### config.mk
export PLATFORM = sky130hd
export DESIGN_NAME = uart_param_if_flat
export DESIGN_NICKNAME = d
export VERILOG_FILES = /design/src/rtl/uart_param_if_if.sv /design/src/rtl/uart_param_if.sv /design/src/flat_wrapper.sv
export SDC_FILE = /design/constraint.sdc
export NUM_CORES = 1
export LEC_CHECK = 0
export BUFFER_PORTS_ARGS = -buffer_cell sky130_fd_sc_hd__buf_4
export CORE_ASPECT_RATIO = 1.25
export CORE_MARGIN = 8
export CORE_UTILIZATION = 52
export DETAILED_ROUTE_END_ITERATION = 8
export GPL_TIMING_DRIVEN = 0
export PLACE_DENSITY = 0.68
export SLEW_MARGIN = 20
export SYNTH_ARGS = -nofsm -noshare
export SYNTH_HDL_FRONTEND = slang
export SYNTH_SLANG_ARGS = --single-unit
export TNS_END_PERCENT = 30
### constraint.sdc
create_clock -name CLK_I -period 6.3 [get_ports CLK_I]
set_clock_uncertainty 0.1 [all_clocks]
set_input_delay 0.315 -clock CLK_I [delete_from_list [all_inputs] [get_ports CLK_I]]
set_output_delay 0.315 -clock CLK_I [all_outputs]
set_load 0.005 [all_outputs]
### src/rtl/uart_param_if_if.sv
// Byte-stream side bundle of uart_param_if: TX push port, RX pop port, fill levels.
// master = transport logic driving WE_I/DSEND_I/RE_I; slave = the UART itself.
interface uart_param_if_if #(
    parameter int DATA_W     = 8,
    parameter int FIFO_DEPTH = 16
);
    localparam int LW = $clog2(FIFO_DEPTH) + 1;

    logic              WE_I;
    logic [DATA_W-1:0] DSEND_I;
    logic              TX_READY_O;
    logic [LW-1:0]     TX_LEVEL_O;
    logic              RE_I;
    logic [DATA_W-1:0] DREC_O;
    logic              RX_VALID_O;
    logic              RX_FULL_O;
    logic [LW-1:0]     RX_LEVEL_O;

    modport master (
        output WE_I, DSEND_I, RE_I,
        input  TX_READY_O, TX_LEVEL_O, DREC_O,
        input  RX_VALID_O, RX_FULL_O, RX_LEVEL_O
    );

    modport slave (
        input  WE_I, DSEND_I, RE_I,
        output TX_READY_O, TX_LEVEL_O, DREC_O,
        output RX_VALID_O, RX_FULL_O, RX_LEVEL_O
    );
endinterface

### src/rtl/uart_param_if.sv
// Parametrised UART: TX/RX FIFOs, serialiser/deserialiser, sticky error flags, loopback.
// Ports: CLK_I/RST_I (async active-high), bus (slave: WE_I, DSEND_I, TX_READY_O,
//   TX_LEVEL_O, RE_I, DREC_O, RX_VALID_O, RX_FULL_O, RX_LEVEL_O), RX_I/TX_O serial pins,
//   LOOPBACK_I, CLR_ERR_I, FRAME_ERR_O, OVERRUN_O.
// Optional: define UART_PARITY_EN to add parameter PARITY_ODD and port PARITY_ERR_O.
module uart_param_if #(
    parameter int CLK_RATE   = 100_000_000,
    parameter int BAUD_RATE  = 115_200,
    parameter int DATA_W     = 8,
    parameter int FIFO_DEPTH = 16,
    parameter int STOP_BITS  = 1
`ifdef UART_PARITY_EN
    ,
    parameter bit PARITY_ODD = 1'b0
`endif
) (
    input  logic CLK_I,
    input  logic RST_I,
    uart_param_if_if.slave bus,
    input  logic RX_I,
    output logic TX_O,
    input  logic LOOPBACK_I,
    input  logic CLR_ERR_I,
`ifdef UART_PARITY_EN
    output logic PARITY_ERR_O,
`endif
    output logic FRAME_ERR_O,
    output logic OVERRUN_O
);
    localparam int BIT_T  = CLK_RATE / BAUD_RATE;
    localparam int HALF_T = BIT_T / 2;
    localparam int AW     = $clog2(FIFO_DEPTH);
    localparam int LW     = AW + 1;
    localparam int TW     = $clog2(BIT_T);
    localparam int IW     = 4;

    localparam logic [TW-1:0] T_LAST = TW'(BIT_T - 1);
    localparam logic [TW-1:0] H_LAST = TW'(HALF_T - 1);
    // Ends one cycle early so IDLE is already armed when a back-to-back start edge lands.
    localparam logic [TW-1:0] TAIL_LAST = TW'(HALF_T - 2);
    localparam logic [IW-1:0] D_LAST = IW'(DATA_W - 1);
    localparam logic [IW-1:0] S_LAST = IW'(STOP_BITS - 1);
    localparam logic [LW-1:0] FULL_LVL = LW'(FIFO_DEPTH);

    if (BIT_T < 16) begin : g_bad_baud
        $error("uart_param_if: CLK_RATE/BAUD_RATE must be at least 16");
    end
    if (DATA_W < 5 || DATA_W > 9) begin : g_bad_width
        $error("uart_param_if: DATA_W must be 5..9");
    end
    if (FIFO_DEPTH < 2 || (FIFO_DEPTH & (FIFO_DEPTH - 1)) != 0) begin : g_bad_depth
        $error("uart_param_if: FIFO_DEPTH must be a power of 2, >= 2");
    end
    if (STOP_BITS != 1 && STOP_BITS != 2) begin : g_bad_stop
        $error("uart_param_if: STOP_BITS must be 1 or 2");
    end

    // ---------------- TX FIFO ----------------
    logic [DATA_W-1:0] txm_q [FIFO_DEPTH];
    logic [AW-1:0]     txw_q, txr_q;
    logic [LW-1:0]     txc_q;
    logic              tx_full, tx_empty, tx_push, tx_pop;
    logic [DATA_W-1:0] tx_head;

    assign tx_full  = (txc_q == FULL_LVL);
    assign tx_empty = (txc_q == '0);
    assign tx_push  = bus.WE_I && !tx_full;
    assign tx_head  = txm_q[txr_q];

    always_ff @(posedge CLK_I) begin
        if (tx_push) txm_q[txw_q] <= bus.DSEND_I;
    end

    always_ff @(posedge CLK_I or posedge RST_I) begin
        if (RST_I) begin
            txw_q <= '0;
            txr_q <= '0;
            txc_q <= '0;
        end else begin
            if (tx_push) txw_q <= txw_q + AW'(1);
            if (tx_pop)  txr_q <= txr_q + AW'(1);
            unique case ({tx_push, tx_pop})
                2'b10:   txc_q <= txc_q + LW'(1);
                2'b01:   txc_q <= txc_q - LW'(1);
                default: txc_q <= txc_q;
            endcase
        end
    end

    assign bus.TX_READY_O = !tx_full;
    assign bus.TX_LEVEL_O = txc_q;

    // ---------------- TX FSM ----------------
    typedef enum logic [2:0] {
        T_IDLE, T_START, T_DATA, T_STOP
`ifdef UART_PARITY_EN
        , T_PAR
`endif
    } tx_st_t;

    tx_st_t            txs_q, txs_d;
    logic [TW-1:0]     ttm_q, ttm_d;
    logic [IW-1:0]     tix_q, tix_d;
    logic [DATA_W-1:0] tsh_q, tsh_d;
    logic              tx_line_q, tx_line_d;
    logic              t_end;
`ifdef UART_PARITY_EN
    logic              tpar_q, tpar_d;
`endif

    assign t_end = (ttm_q == T_LAST);

    always_comb begin
        txs_d  = txs_q;
        ttm_d  = ttm_q;
        tix_d  = tix_q;
        tsh_d  = tsh_q;
        tx_pop = 1'b0;
`ifdef UART_PARITY_EN
        tpar_d = tpar_q;
`endif
        if (txs_q != T_IDLE) ttm_d = t_end ? '0 : ttm_q + TW'(1);
        unique case (txs_q)
            T_IDLE: begin
                if (!tx_empty) begin
                    tx_pop = 1'b1;
                    tsh_d  = tx_head;
                    ttm_d  = '0;
                    txs_d  = T_START;
`ifdef UART_PARITY_EN
                    tpar_d = (^tx_head) ^ PARITY_ODD;
`endif
                end
            end
            T_START: begin
                if (t_end) begin
                    tix_d = '0;
                    txs_d = T_DATA;
                end
            end
            T_DATA: begin
                if (t_end) begin
                    tsh_d = tsh_q >> 1;
                    if (tix_q == D_LAST) begin
                        tix_d = '0;
`ifdef UART_PARITY_EN
                        txs_d = T_PAR;
`else
                        txs_d = T_STOP;
`endif
                    end else begin
                        tix_d = tix_q + IW'(1);
                    end
                end
            end
`ifdef UART_PARITY_EN
            T_PAR: begin
                if (t_end) begin
                    tix_d = '0;
                    txs_d = T_STOP;
                end
            end
`endif
            T_STOP: begin
                if (t_end) begin
                    if (tix_q == S_LAST) begin
                        if (!tx_empty) begin
                            tx_pop = 1'b1;
                            tsh_d  = tx_head;
                            txs_d  = T_START;
`ifdef UART_PARITY_EN
                            tpar_d = (^tx_head) ^ PARITY_ODD;
`endif
                        end else begin
                            txs_d = T_IDLE;
                        end
                    end else begin
                        tix_d = tix_q + IW'(1);
                    end
                end
            end
            default: txs_d = T_IDLE;
        endcase
    end

    // Line is registered from the current state, so it trails the state by one cycle.
    always_comb begin
        tx_line_d = 1'b1;
        unique case (txs_q)
            T_START: tx_line_d = 1'b0;
            T_DATA:  tx_line_d = tsh_q[0];
`ifdef UART_PARITY_EN
            T_PAR:   tx_line_d = tpar_q;
`endif
            default: tx_line_d = 1'b1;
        endcase
    end

    always_ff @(posedge CLK_I or posedge RST_I) begin
        if (RST_I) begin
            txs_q     <= T_IDLE;
            ttm_q     <= '0;
            tix_q     <= '0;
            tsh_q     <= '0;
            tx_line_q <= 1'b1;
`ifdef UART_PARITY_EN
            tpar_q    <= 1'b0;
`endif
        end else begin
            txs_q     <= txs_d;
            ttm_q     <= ttm_d;
            tix_q     <= tix_d;
            tsh_q     <= tsh_d;
            tx_line_q <= tx_line_d;
`ifdef UART_PARITY_EN
            tpar_q    <= tpar_d;
`endif
        end
    end

    // ---------------- RX input / loopback ----------------
    typedef enum logic [2:0] {
        R_IDLE, R_START, R_DATA, R_STOP, R_TAIL, R_WAIT
`ifdef UART_PARITY_EN
        , R_PAR
`endif
    } rx_st_t;

    rx_st_t rxs_q, rxs_d;
    logic   rs1_q, rs2_q, rprev_q, loop_q;
    logic   rx_in, rx_fall;

    assign rx_in   = loop_q ? tx_line_q : rs2_q;
    assign rx_fall = rprev_q && !rx_in;
    assign TX_O    = loop_q ? 1'b1 : tx_line_q;

    always_ff @(posedge CLK_I or posedge RST_I) begin
        if (RST_I) begin
            rs1_q   <= 1'b1;
            rs2_q   <= 1'b1;
            rprev_q <= 1'b1;
            loop_q  <= 1'b0;
        end else begin
            rs1_q   <= RX_I;
            rs2_q   <= rs1_q;
            rprev_q <= rx_in;
            if (txs_q == T_IDLE && rxs_q == R_IDLE) loop_q <= LOOPBACK_I;
        end
    end

    // ---------------- RX FIFO ----------------
    logic [DATA_W-1:0] rxm_q [FIFO_DEPTH];
    logic [AW-1:0]     rxw_q, rxr_q;
    logic [LW-1:0]     rxc_q;
    logic              rx_full, rx_empty, rx_push, rx_pop;
    logic              rx_word, frame_set, ovr_set;
    logic [DATA_W-1:0] rsh_q, rsh_d;

    assign rx_full  = (rxc_q == FULL_LVL);
    assign rx_empty = (rxc_q == '0);
    assign rx_pop   = bus.RE_I && !rx_empty;
    // A pop in the same cycle frees the slot, so a full FIFO still accepts.
    assign rx_push  = rx_word && (!rx_full || rx_pop);
    assign ovr_set  = rx_word && rx_full && !rx_pop;

    always_ff @(posedge CLK_I) begin
        if (rx_push) rxm_q[rxw_q] <= rsh_q;
    end

    always_ff @(posedge CLK_I or posedge RST_I) begin
        if (RST_I) begin
            rxw_q <= '0;
            rxr_q <= '0;
            rxc_q <= '0;
        end else begin
            if (rx_push) rxw_q <= rxw_q + AW'(1);
            if (rx_pop)  rxr_q <= rxr_q + AW'(1);
            unique case ({rx_push, rx_pop})
                2'b10:   rxc_q <= rxc_q + LW'(1);
                2'b01:   rxc_q <= rxc_q - LW'(1);
                default: rxc_q <= rxc_q;
            endcase
        end
    end

    assign bus.DREC_O     = rx_empty ? '0 : rxm_q[rxr_q];
    assign bus.RX_VALID_O = !rx_empty;
    assign bus.RX_FULL_O  = rx_full;
    assign bus.RX_LEVEL_O = rxc_q;

    // ---------------- RX FSM ----------------
    logic [TW-1:0] rtm_q, rtm_d;
    logic [IW-1:0] rix_q, rix_d;
    logic          r_end;
`ifdef UART_PARITY_EN
    logic          rperr_q, rperr_d, par_set;
`endif

    assign r_end = (rtm_q == T_LAST);

    always_comb begin
        rxs_d     = rxs_q;
        rtm_d     = rtm_q;
        rix_d     = rix_q;
        rsh_d     = rsh_q;
        rx_word   = 1'b0;
        frame_set = 1'b0;
`ifdef UART_PARITY_EN
        rperr_d   = rperr_q;
        par_set   = 1'b0;
`endif
        if (rxs_q != R_IDLE && rxs_q != R_WAIT) rtm_d = rtm_q + TW'(1);
        unique case (rxs_q)
            R_IDLE: begin
                rtm_d = '0;
                if (rx_fall) rxs_d = R_START;
            end
            R_START: begin
                if (rtm_q == H_LAST) begin
                    rtm_d = '0;
                    rix_d = '0;
                    rxs_d = rx_in ? R_IDLE : R_DATA;
                end
            end
            R_DATA: begin
                if (r_end) begin
                    rtm_d = '0;
                    rsh_d = {rx_in, rsh_q[DATA_W-1:1]};
                    if (rix_q == D_LAST) begin
`ifdef UART_PARITY_EN
                        rxs_d = R_PAR;
`else
                        rxs_d = R_STOP;
`endif
                    end else begin
                        rix_d = rix_q + IW'(1);
                    end
                end
            end
`ifdef UART_PARITY_EN
            R_PAR: begin
                if (r_end) begin
                    rtm_d   = '0;
                    rperr_d = (^rsh_q) ^ rx_in ^ PARITY_ODD;
                    rxs_d   = R_STOP;
                end
            end
`endif
            R_STOP: begin
                if (r_end) begin
                    rtm_d     = '0;
                    frame_set = !rx_in;
`ifdef UART_PARITY_EN
                    par_set   = rperr_q;
                    rx_word   = rx_in && !rperr_q;
`else
                    rx_word   = rx_in;
`endif
                    rxs_d     = rx_in ? R_TAIL : R_WAIT;
                end
            end
            R_TAIL: begin
                if (rtm_q == TAIL_LAST) rxs_d = R_IDLE;
            end
            R_WAIT: begin
                rtm_d = '0;
                if (rx_in) rxs_d = R_IDLE;
            end
            default: rxs_d = R_IDLE;
        endcase
    end

    always_ff @(posedge CLK_I or posedge RST_I) begin
        if (RST_I) begin
            rxs_q   <= R_IDLE;
            rtm_q   <= '0;
            rix_q   <= '0;
            rsh_q   <= '0;
`ifdef UART_PARITY_EN
            rperr_q <= 1'b0;
`endif
        end else begin
            rxs_q   <= rxs_d;
            rtm_q   <= rtm_d;
            rix_q   <= rix_d;
            rsh_q   <= rsh_d;
`ifdef UART_PARITY_EN
            rperr_q <= rperr_d;
`endif
        end
    end

    // ---------------- Sticky flags (set beats clear) ----------------
    logic ferr_q, ovr_q;
`ifdef UART_PARITY_EN
    logic perr_q;
`endif

    always_ff @(posedge CLK_I or posedge RST_I) begin
        if (RST_I) begin
            ferr_q <= 1'b0;
            ovr_q  <= 1'b0;
`ifdef UART_PARITY_EN
            perr_q <= 1'b0;
`endif
        end else begin
            if (frame_set)      ferr_q <= 1'b1;
            else if (CLR_ERR_I) ferr_q <= 1'b0;
            if (ovr_set)        ovr_q  <= 1'b1;
            else if (CLR_ERR_I) ovr_q  <= 1'b0;
`ifdef UART_PARITY_EN
            if (par_set)        perr_q <= 1'b1;
            else if (CLR_ERR_I) perr_q <= 1'b0;
`endif
        end
    end

    assign FRAME_ERR_O = ferr_q;
    assign OVERRUN_O   = ovr_q;
`ifdef UART_PARITY_EN
    assign PARITY_ERR_O = perr_q;
`endif
endmodule

### src/flat_wrapper.sv
// flat-port wrapper written by rule: the top's interface ports become plain ports
module uart_param_if_flat 
#(
    parameter int CLK_RATE   = 100_000_000,
    parameter int BAUD_RATE  = 115_200,
    parameter int DATA_W     = 8,
    parameter int FIFO_DEPTH = 16,
    parameter int STOP_BITS  = 1

)
  (CLK_I, RST_I, RX_I, TX_O, LOOPBACK_I, CLR_ERR_I, FRAME_ERR_O, OVERRUN_O, bus_WE_I, bus_DSEND_I, bus_RE_I, bus_TX_READY_O, bus_TX_LEVEL_O, bus_DREC_O, bus_RX_VALID_O, bus_RX_FULL_O, bus_RX_LEVEL_O);
  uart_param_if_if #(.DATA_W(DATA_W), .FIFO_DEPTH(FIFO_DEPTH)) bus_i ();
  input  logic CLK_I;
  input  logic RST_I;
  input  logic RX_I;
  output logic TX_O;
  input  logic LOOPBACK_I;
  input  logic CLR_ERR_I;
  output logic FRAME_ERR_O;
  output logic OVERRUN_O;
  input wire logic [$bits(bus_i.WE_I)-1:0] bus_WE_I;
  input wire logic [$bits(bus_i.DSEND_I)-1:0] bus_DSEND_I;
  input wire logic [$bits(bus_i.RE_I)-1:0] bus_RE_I;
  output wire logic [$bits(bus_i.TX_READY_O)-1:0] bus_TX_READY_O;
  output wire logic [$bits(bus_i.TX_LEVEL_O)-1:0] bus_TX_LEVEL_O;
  output wire logic [$bits(bus_i.DREC_O)-1:0] bus_DREC_O;
  output wire logic [$bits(bus_i.RX_VALID_O)-1:0] bus_RX_VALID_O;
  output wire logic [$bits(bus_i.RX_FULL_O)-1:0] bus_RX_FULL_O;
  output wire logic [$bits(bus_i.RX_LEVEL_O)-1:0] bus_RX_LEVEL_O;
  assign bus_i.WE_I = bus_WE_I;
  assign bus_i.DSEND_I = bus_DSEND_I;
  assign bus_i.RE_I = bus_RE_I;
  assign bus_TX_READY_O = bus_i.TX_READY_O;
  assign bus_TX_LEVEL_O = bus_i.TX_LEVEL_O;
  assign bus_DREC_O = bus_i.DREC_O;
  assign bus_RX_VALID_O = bus_i.RX_VALID_O;
  assign bus_RX_FULL_O = bus_i.RX_FULL_O;
  assign bus_RX_LEVEL_O = bus_i.RX_LEVEL_O;
  uart_param_if #(.CLK_RATE(CLK_RATE), .BAUD_RATE(BAUD_RATE), .DATA_W(DATA_W), .FIFO_DEPTH(FIFO_DEPTH), .STOP_BITS(STOP_BITS)) u_core (.CLK_I(CLK_I), .RST_I(RST_I), .bus(bus_i), .RX_I(RX_I), .TX_O(TX_O), .LOOPBACK_I(LOOPBACK_I), .CLR_ERR_I(CLR_ERR_I), .FRAME_ERR_O(FRAME_ERR_O), .OVERRUN_O(OVERRUN_O));
endmodule
==> results of run 1 <==
cell type report:
class,count,area [um^2]
fillers,2103,11100
flip-flops and latches,338,9740
multi-input cells,468,4350
clock buffers,48,923
well taps,350,438
repair buffers,48,385
plain buffers,42,178
clock inverters,12,156
inverters,33,126
layer usage:
metal	up-vias	GRT usage	share of wire
li1	3528	-	-
met1	3820	0.198	0.39
met2	131	0.309	0.55
met3	41	0.0292	0.033
met4	0	0.0625	0.028
met5	-	0	0
state kept, by name, indices dropped and copies added (netlist names), 2 cells and up:
register	count
u_core.tsh_q	8
u_core.rsh_q	8
u_core.rxm_q	128
u_core.ttm_q	10
u_core.txw_q	4
u_core.bus.RX_LEVEL_O	5
u_core.txr_q	4
u_core.rxs_q	3
u_core.bus.TX_LEVEL_O	5
u_core.rxr_q	4
u_core.tix_q	4
u_core.rtm_q	10
u_core.txm_q	128
u_core.rxw_q	4
u_core.rix_q	4
u_core.txs_q	2
critical path: stages, from the launching register on:
cell and delay (ps):
sky130_fd_sc_hd__dfrtp_1 420, sky130_fd_sc_hd__ha_1 240, sky130_fd_sc_hd__or3b_2 510, sky130_fd_sc_hd__o41ai_2 420
sky130_fd_sc_hd__nor4b_4 460, sky130_fd_sc_hd__ha_1 310, sky130_fd_sc_hd__inv_1 100, sky130_fd_sc_hd__fa_1 410
sky130_fd_sc_hd__nor2b_1 130, sky130_fd_sc_hd__o21ai_0 100, sky130_fd_sc_hd__and3_1 190, sky130_fd_sc_hd__nor3_1 180
sky130_fd_sc_hd__xnor2_1 140
cells by family after synthesis:
family | count (synthesis) | synth area share
AND/OR/NAND/NOR | 208 | 0.0747
buffers and inverters | 75 | 0.0210
flip-flops | 338 | 0.679
AO/OA/AOI/OAI | 89 | 0.0425
adder cells (fa/ha/maj) | 30 | 0.0272
XOR/XNOR | 34 | 0.0208
multiplexers | 107 | 0.135
worst max-delay path by stage:
stage | slack, ps | endpoint | cells after the start
floorplan | 2960 | u_core.bus.TX_LEVEL_O[4] | 12
global placement | 2400 | u_core.rxm_q[0][7] | 7
detailed placement | 2520 | u_core.bus.TX_LEVEL_O[4] | 12
CTS | 2480 | u_core.bus.TX_LEVEL_O[4] | 12
global route | 2250 | u_core.bus.TX_LEVEL_O[4] | 12
finish | 2510 | u_core.bus.TX_LEVEL_O[4] | 12
report_power, final:
part	total (mW)	internal [mW]	switching [mW]
combinational	1.01	0.467	0.539
clock	1.95	1.15	0.802
sequential	2.63	2.55	0.0850
total	5.59	4.17	1.43
stage by stage:
| stage | instances | worst slack (ps) |
|---|---|---|
| 2_1_floorplan | 881 | 2960 |
| 3_3_place_gp | 1269 | 2400 |
| 3_5_place_dp | 1274 | 2520 |
| 4_1_cts | 1339 | 2480 |
| 5_1_grt | 1339 | 2250 |
| 6_report | 1339 | 2510 |
repair_timing:
item,in CTS,in global routing
endpoints found under the hold margin,39,0
setup endpoints to repair,0,0
hold buffers,5,0
cells in the final DEF (no fill, tap or decap), drive strengths merged, types with 6 or more instances in the layout:
master,instances
a21o,6
nand4,6
o31ai,9
inv,35
ha,28
edfxtp,256
and2,20
nand2,50
and3,6
buf,60
nor2b,6
dfrtp,78
nor4,10
nor2,60
xor2,15
mux4,66
a311oi,7
o21ai,25
xnor2,19
nor3,9
mux2i,23
mux2,18
nand3,12
clkbuf,73
a21oi,18
==> PnR_summary.wiki, run 1 <==
{| class="wikitable"
! Metric !! Value
|-
| Share of final-layout standard cells stronger than drive strength 1 || 0.215
|-
| Initial cell density of the core || 0.524
|-
| Detailed router's first-iteration violation count || 470
|-
| Clock buffers created by TritonCTS || 34
|-
| Hold path endpoint || u_core.txm_q[13][3]
|-
| Total Nets Final || 1,010
|-
| Leakage || 6.03 nW
|-
| Peak Freq || 264 MHz
|-
| Horiz. Die Dim || 165 um
|-
| Min cycle time layout || 3790 ps
|-
| Post-detailed-routing wire length || 27,800 um
|-
| Number of sinks on the clock net || 338
|-
| Design Area, Final || 16,300 um^2
|-
| I/O pins || 39
|-
| Detailed Routing Iterations Pass 1 || 5
|-
| Worst slew margin || 0.402
|-
| Fraction of the yosys area taken by sequential cells || 0.679
|-
| Final hold slack || 39.1 ps
|-
| Global-route wire length before repair || 43,600 um
|-
| Post-DRT Antenna Nets || 0
|-
| WL/cell || 20.8 um
|-
| Critical register-to-register path endpoint || u_core.bus.TX_LEVEL_O[4]
|-
| DR vias/cell || 5.62
|-
| Number of endpoints failing setup at the final stage || 0
|-
| Clock insertion delay at the later pin of the skew report || 520 ps
|-
| Worst hold path cell count || 1
|-
| Die outline area || 33,200 um^2
|-
| Overflow left after global routing || 0
|-
| # DRC || 0
|-
| Number of rows in the core area || 68
|-
| Post-CTS Setup Repair Bufs || 0
|-
| Power consumption || 5.59 mW
|-
| Root Buffer || sky130_fd_sc_hd__clkbuf_16
|-
| Actual slew at the worst max-slew pin || 897 ps
|-
| Top cell types by occurrence after synthesis || sky130_fd_sc_hd__edfxtp_1, sky130_fd_sc_hd__dfrtp_1, sky130_fd_sc_hd__mux4_2
|-
| Post-placement cell area || 15,200 um^2
|-
| Total power per unit cell area || 343 nW/um^2
|-
| Critical path origin || u_core.ttm_q[0]
|-
| Netlist area before placement || 14,300 um^2
|-
| Synth top area share || 0.536
|-
| Via count || 7,520
|-
| Main flop type after synthesis || sky130_fd_sc_hd__edfxtp_1
|-
| Number of max-cap violations || 0
|-
| Total global-route track usage || 0.171
|-
| Syn-to-layout area delta || 13.6%
|-
| Net count after synthesis || 926
|-
| Worst hold-check path type || primary input to register
|-
| TNS Setup || 0 ps
|-
| Number of storage elements in the synthesis netlist || 338
|-
| Clock tree from TritonCTS || done
|-
| Synthesized instance count || 881
|-
| Ranking of synthesized cells by area || sky130_fd_sc_hd__edfxtp_1, sky130_fd_sc_hd__dfrtp_1, sky130_fd_sc_hd__mux4_2
|-
| Maximum vdd ir drop || 249 uV
|-
| Unrepaired setup endpoints after global routing || false
|-
| Distinct cell type count of the synthesized netlist || 60
|-
| Path depth of the worst reg2reg path || 12
|-
| Sort of element at the start of the critical path || register
|-
| Routability congestion estimate || 0.802
|-
| Vertical die dimension || 202 um
|-
| H-tree depth || 2
|-
| Core area || 27,400 um^2
|-
| Core utilization of the finished layout || 0.595
|-
| Pin count of the biggest net entering global routing || 55
|-
| Worst path arrival time || 4110 ps
|-
| Number of global-route vias before repair || 7,869
|-
| Share of flip-flops with an asynchronous set or reset || 0.243
|-
| Start point of the worst min-delay path || bus_DSEND_I[3]
|-
| Number of warning messages in the yosys log || 0
|-
| Resized cells post-CTS || 0
|-
| Setup slack on the worst flop-to-flop path || 2510 ps
|-
| Register clock-pin slew on the reported worst setup and hold paths || 60 ps
|-
| Final Slew Violations || 0
|-
| Biggest area consumer among synthesized cells || sky130_fd_sc_hd__edfxtp_1
|-
| Average instance area after synthesis || 16.3 um^2
|-
| Post-synth EDFFs || 256
|-
| Antenna violations before repair || 0
|-
| Run status || complete, no violations
|-
| CTS Buffer Depth || 3
|-
| Critical Setup Path Class || register to register
|-
| Leading cell type by number of instances after synthesis || sky130_fd_sc_hd__edfxtp_1
|-
| IO Port Bufs || 38
|-
| Data required time of the critical path || 6620 ps
|-
| Top fanout value on the critical path || 5
|-
| Number of endpoints with negative hold slack in the final report || 0
|-
| Share of the cycle needed by the critical path after routing || 0.601
|-
| Number of antenna diodes || 0
|-
| FF-to-FF Start || u_core.ttm_q[0]
|-
| Half-perimeter wire length after placement || 18,800 um
|-
| Capturing element type of the critical path || register
|}
(Power assumes the default switching activity.)
==> run 2: changes to the inputs <==
--- a/config.mk
+++ b/config.mk
@@ -5,6 +5,7 @@
 export SDC_FILE = /design/constraint.sdc
 export NUM_CORES = 1
 export LEC_CHECK = 0
+export ABC_AREA = 1
 export BUFFER_PORTS_ARGS = -buffer_cell sky130_fd_sc_hd__buf_4
 export CORE_ASPECT_RATIO = 1.25
 export CORE_MARGIN = 8
==> constraint.sdc (replaced) <==
create_clock -name CLK_I -period 3.92 [get_ports CLK_I]
set_clock_uncertainty 0.1 [all_clocks]
set_input_delay 0.196 -clock CLK_I [delete_from_list [all_inputs] [get_ports CLK_I]]
set_output_delay 0.196 -clock CLK_I [all_outputs]
set_load 0.005 [all_outputs]
==> run 2 against run 1 <==
Clock power increased by 68%. Combinational power increased by 110%. Critical path depth increased by 6. Wire length increased by 22%. Sequential power increased by 63%. Synthesized cell count increased by 64%. Worst setup slack got worse by 1600 ps. Sequential share of layout area decreased by 2.6 points. Synthesized area increased by 4.7%. Critical endpoint unchanged.
==> PnR_summary.wiki, run 2 <==
{| class="wikitable"
! Metric !! Value
|-
| Crit path setup slack, layout || 931 ps (-1580 ps)
|-
| Share of final-layout standard cells stronger than drive strength 1 || 0.106 (-0.109)
|-
| Int Power || 6.79 mW (+63%)
|-
| Critical path, cell by cell || inv_1, ha_1, inv_1, nand2_1, inv_1, nor3_1, nand2_1, inv_1, ha_1, inv_1, fa_1, inv_1, nand2_1, nand2_1, a21oi_1, xor2_1, nand2_1, o21ai_0
|-
| Post-placement cell area || 15,800 um^2 (+4.0%)
|-
| Fraction of the yosys area taken by sequential cells || 0.649 (-0.0302)
|-
| Final hold slack || 162 ps (+123 ps)
|-
| Die outline area || 34,600 um^2 (+4.2%)
|-
| Distinct cell type count of the synthesized netlist || 39 (-35%)
|-
| Initial cell density of the core || 0.529 (+0.00495)
|-
| Detailed router's first-iteration violation count || 653 (+39%)
|-
| Net Sw Power || 2.95 mW (+110%)
|-
| Bufs and invs on worst path || 6 (+5)
|-
| Top cell types by occurrence after synthesis || sky130_fd_sc_hd__nand2_1, sky130_fd_sc_hd__edfxtp_1, sky130_fd_sc_hd__nor2_1
|-
| Ranking of synthesized cells by area || sky130_fd_sc_hd__edfxtp_1, sky130_fd_sc_hd__dfrtp_1, sky130_fd_sc_hd__nand2_1
|-
| Top fanout value on the critical path || 5 (unchanged)
|-
| Delay of the slowest cell on the worst path || 410 ps (-100 ps)
|-
| Slowest CP cell || sky130_fd_sc_hd__dfrtp_1
|-
| Net count after synthesis || 1,494 (+61%)
|-
| DR vias/cell || 5.34 (-4.9%)
|-
| Clock buffers created by TritonCTS || 34 (unchanged)
|-
| Post-detailed-routing wire length || 33,800 um (+22%)
|-
| CP dominant cell by count || sky130_fd_sc_hd__inv_1
|-
| Number of sinks on the clock net || 338 (unchanged)
|-
| Part of the power in combinational logic || 0.223 (+0.043)
|-
| Worst slack after detailed placement || 933 ps (-1580 ps)
|-
| Synthesized instance count || 1,449 (+64%)
|-
| Number of endpoints with negative hold slack in the final report || 0 (unchanged)
|-
| Sort of element at the start of the critical path || register
|-
| Number of warning messages in the yosys log || 0 (unchanged)
|-
| H-tree depth || 2 (unchanged)
|-
| Syn-to-layout area delta || 13.5% (about the same)
|-
| Critical Setup Path Class || register to register
|-
| Pin count of the biggest net entering global routing || 52 (-5.5%)
|-
| TNS Setup || 0 ps (unchanged)
|-
| Half-perimeter wire length after placement || 22,900 um (+22%)
|-
| Via count || 10.2k (+36%)
|-
| Worst slew margin || 0.401 (-0.000899)
|-
| Power consumption || 9.73 mW (+74%)
|-
| Share of the cycle needed by the critical path after routing || 0.762 (+0.161)
|-
| Horiz. Die Dim || 168 um (+2.1%)
|-
| Total global-route track usage || 0.199 (+0.0280)
|-
| Worst hold-check path type || primary input to asynchronous set/reset pin
|-
| Seq pwr share || 0.441 (-0.030)
|-
| Number of endpoints failing setup at the final stage || 0 (unchanged)
|-
| Clock tree from TritonCTS || done
|-
| Switching power as a share of total power || 0.303 (+0.0481)
|-
| FF-to-FF Start || u_core.txs_q[0]
|-
| Overflow left after global routing || 0 (unchanged)
|-
| CTS Buffer Depth || 3 (unchanged)
|-
| Commonest cells after routing, fill and taps aside || sky130_fd_sc_hd__nand2_1, sky130_fd_sc_hd__edfxtp_1, sky130_fd_sc_hd__nor2_1
|-
| Part of the power in the clock network || 0.336 (-0.013)
|-
| Register clock-pin slew on the reported worst setup and hold paths || 60 ps (about the same)
|-
| Number of storage elements in the synthesis netlist || 338 (unchanged)
|-
| Root Buffer || sky130_fd_sc_hd__clkbuf_16
|-
| Filler Cell Count || 2,329 (+11%)
|-
| Antenna violations before repair || 0 (unchanged)
|-
| Data required time of the critical path || 4200 ps (-2420 ps)
|-
| Design Area, Final || 17,000 um^2 (+4.6%)
|-
| IO Port Bufs || 38 (unchanged)
|-
| Total Nets Final || 1,583 (+57%)
|-
| Unrepaired setup endpoints after global routing || false
|-
| Most common cell after layout, fill and taps aside || sky130_fd_sc_hd__nand2_1
|-
| Leakage || 7.16 nW (+19%)
|-
| Clock insertion delay at the later pin of the skew report || 520 ps (about the same)
|-
| Delay-heaviest family, CP || adder cells
|-
| Number of rows in the core area || 69 (+1.5%)
|-
| Total power per unit cell area || 571 nW/um^2 (+66%)
|-
| Worst path arrival time || 3270 ps (-840 ps)
|-
| Number of antenna diodes || 0 (unchanged)
|-
| Average instance area after synthesis || 10.4 um^2 (-36%)
|-
| Vertical die dimension || 206 um (+2.1%)
|-
| I/O pins || 39 (unchanged)
|-
| Final Slew Violations || 0 (unchanged)
|-
| Post-synth EDFFs || 256 (unchanged)
|-
| Number of max-cap violations || 0 (unchanged)
|-
| Registers with the most flip-flops || u_core.rxm_q: 128 flops, u_core.txm_q: 128 flops
|-
| Capturing element type of the critical path || register
|-
| Synth top area share || 0.512 (-0.0238)
|-
| Number of global-route vias before repair || 10.4k (+32%)
|-
| Leading cell type by number of instances after synthesis || sky130_fd_sc_hd__nand2_1
|-
| Post-CTS Setup Repair Bufs || 0 (unchanged)
|-
| Actual slew at the worst max-slew pin || 895 ps (-1.96 ps)
|-
| Run status || complete, no violations
|-
| Critical path origin || u_core.txs_q[0]
|-
| WL/cell || 17.6 um (-15%)
|-
| Post-DRT Antenna Nets || 0 (unchanged)
|-
| Biggest area consumer among synthesized cells || sky130_fd_sc_hd__edfxtp_1
|-
| Detailed Routing Iterations Pass 1 || 5 (unchanged)
|-
| Share of flip-flops with an asynchronous set or reset || 0.243 (unchanged)
|-
| Peak Freq || 335 MHz (+27%)
|-
| Global-route wire length before repair || 54,200 um (+24%)
|-
| Main flop type after synthesis || sky130_fd_sc_hd__edfxtp_1
|-
| Routability congestion estimate || 0.872 (+8.7%)
|-
| Netlist area before placement || 15,000 um^2 (+4.7%)
|-
| # DRC || 0 (unchanged)
|-
| Min cycle time layout || 2990 ps (-798 ps)
|-
| Core area || 28,400 um^2 (+3.7%)
|-
| Maximum vdd ir drop || 409 uV (+64%)
|}
run 2: power groups by stage:
stage	clock network [mW]	registers [mW]	logic, mW
after global placement	0	4.35	2.10
final	3.28	4.29	2.17
after floorplan	0	4.32	1.40
after detailed placement	0	4.36	2.14
after CTS	3.32	4.29	2.17
after global routing	3.47	4.32	2.42
run 2: metrics by stage:
stage	cells	utilization
floorplan	1449	-
global placement	1842	0.554
detailed placement	1843	0.555
CTS	1919	0.600
global route	1919	0.600
finish	1919	0.600
run 2: timing repair:
item | 4_1_cts | 5_1_grt
hold endpoints to repair | 165 | 0
resized for setup | 0 | 0
hold buffers | 14 | 0
run 2: routing by layer:
metal,share of wire,vias to the layer above,global-route usage
li1,-,5072,-
met1,0.40,4819,0.229
met2,0.51,266,0.361
met3,0.044,88,0.0285
met4,0.043,0,0.0971
met5,0,-,0
run 2: tightest hold or removal path: cells and delay by family:
family   cells  cell delay [ps]
buf+inv      3             1010
run 2: cells by family after synthesis:
kind of cell,count (synthesis),synth area share
XOR/XNOR,28,0.0163
buffers and inverters,151,0.0408
flip-flops,338,0.649
adder cells (fa/ha/maj),30,0.0260
AO/OA/AOI/OAI,166,0.0599
AND/OR/NAND/NOR,728,0.202
multiplexers,8,0.00600
run 2: area by class of cell:
type	count	area (um^2)	area share
Tap cell	355	444	0.0261
Buffer	46	219	0.0128
Inverter	105	397	0.0233
Clock buffer	46	927	0.0544
Multi-Input combinational cell	960	4660	0.273
Sequential cell	338	9740	0.572
Clock inverter	16	206	0.0121
Timing Repair Buffer	53	453	0.0266
run 2: final timing paths:
| path | endpoint | slack (ps) | cells after the start |
|---|---|---|---|
| max | u_core.bus.TX_LEVEL_O[4] | 930 | 18 |
| min | u_core.rxs_q[1] | 160 | 3 |
| max reg2reg | u_core.bus.TX_LEVEL_O[4] | 930 | 18 |
| min reg2reg | u_core.rs2_q | 260 | 0 |
| max in group asynchronous | u_core.tx_line_q | 2900 | 4 |
| min in group CLK_I | u_core.rs1_q | 240 | 2 |
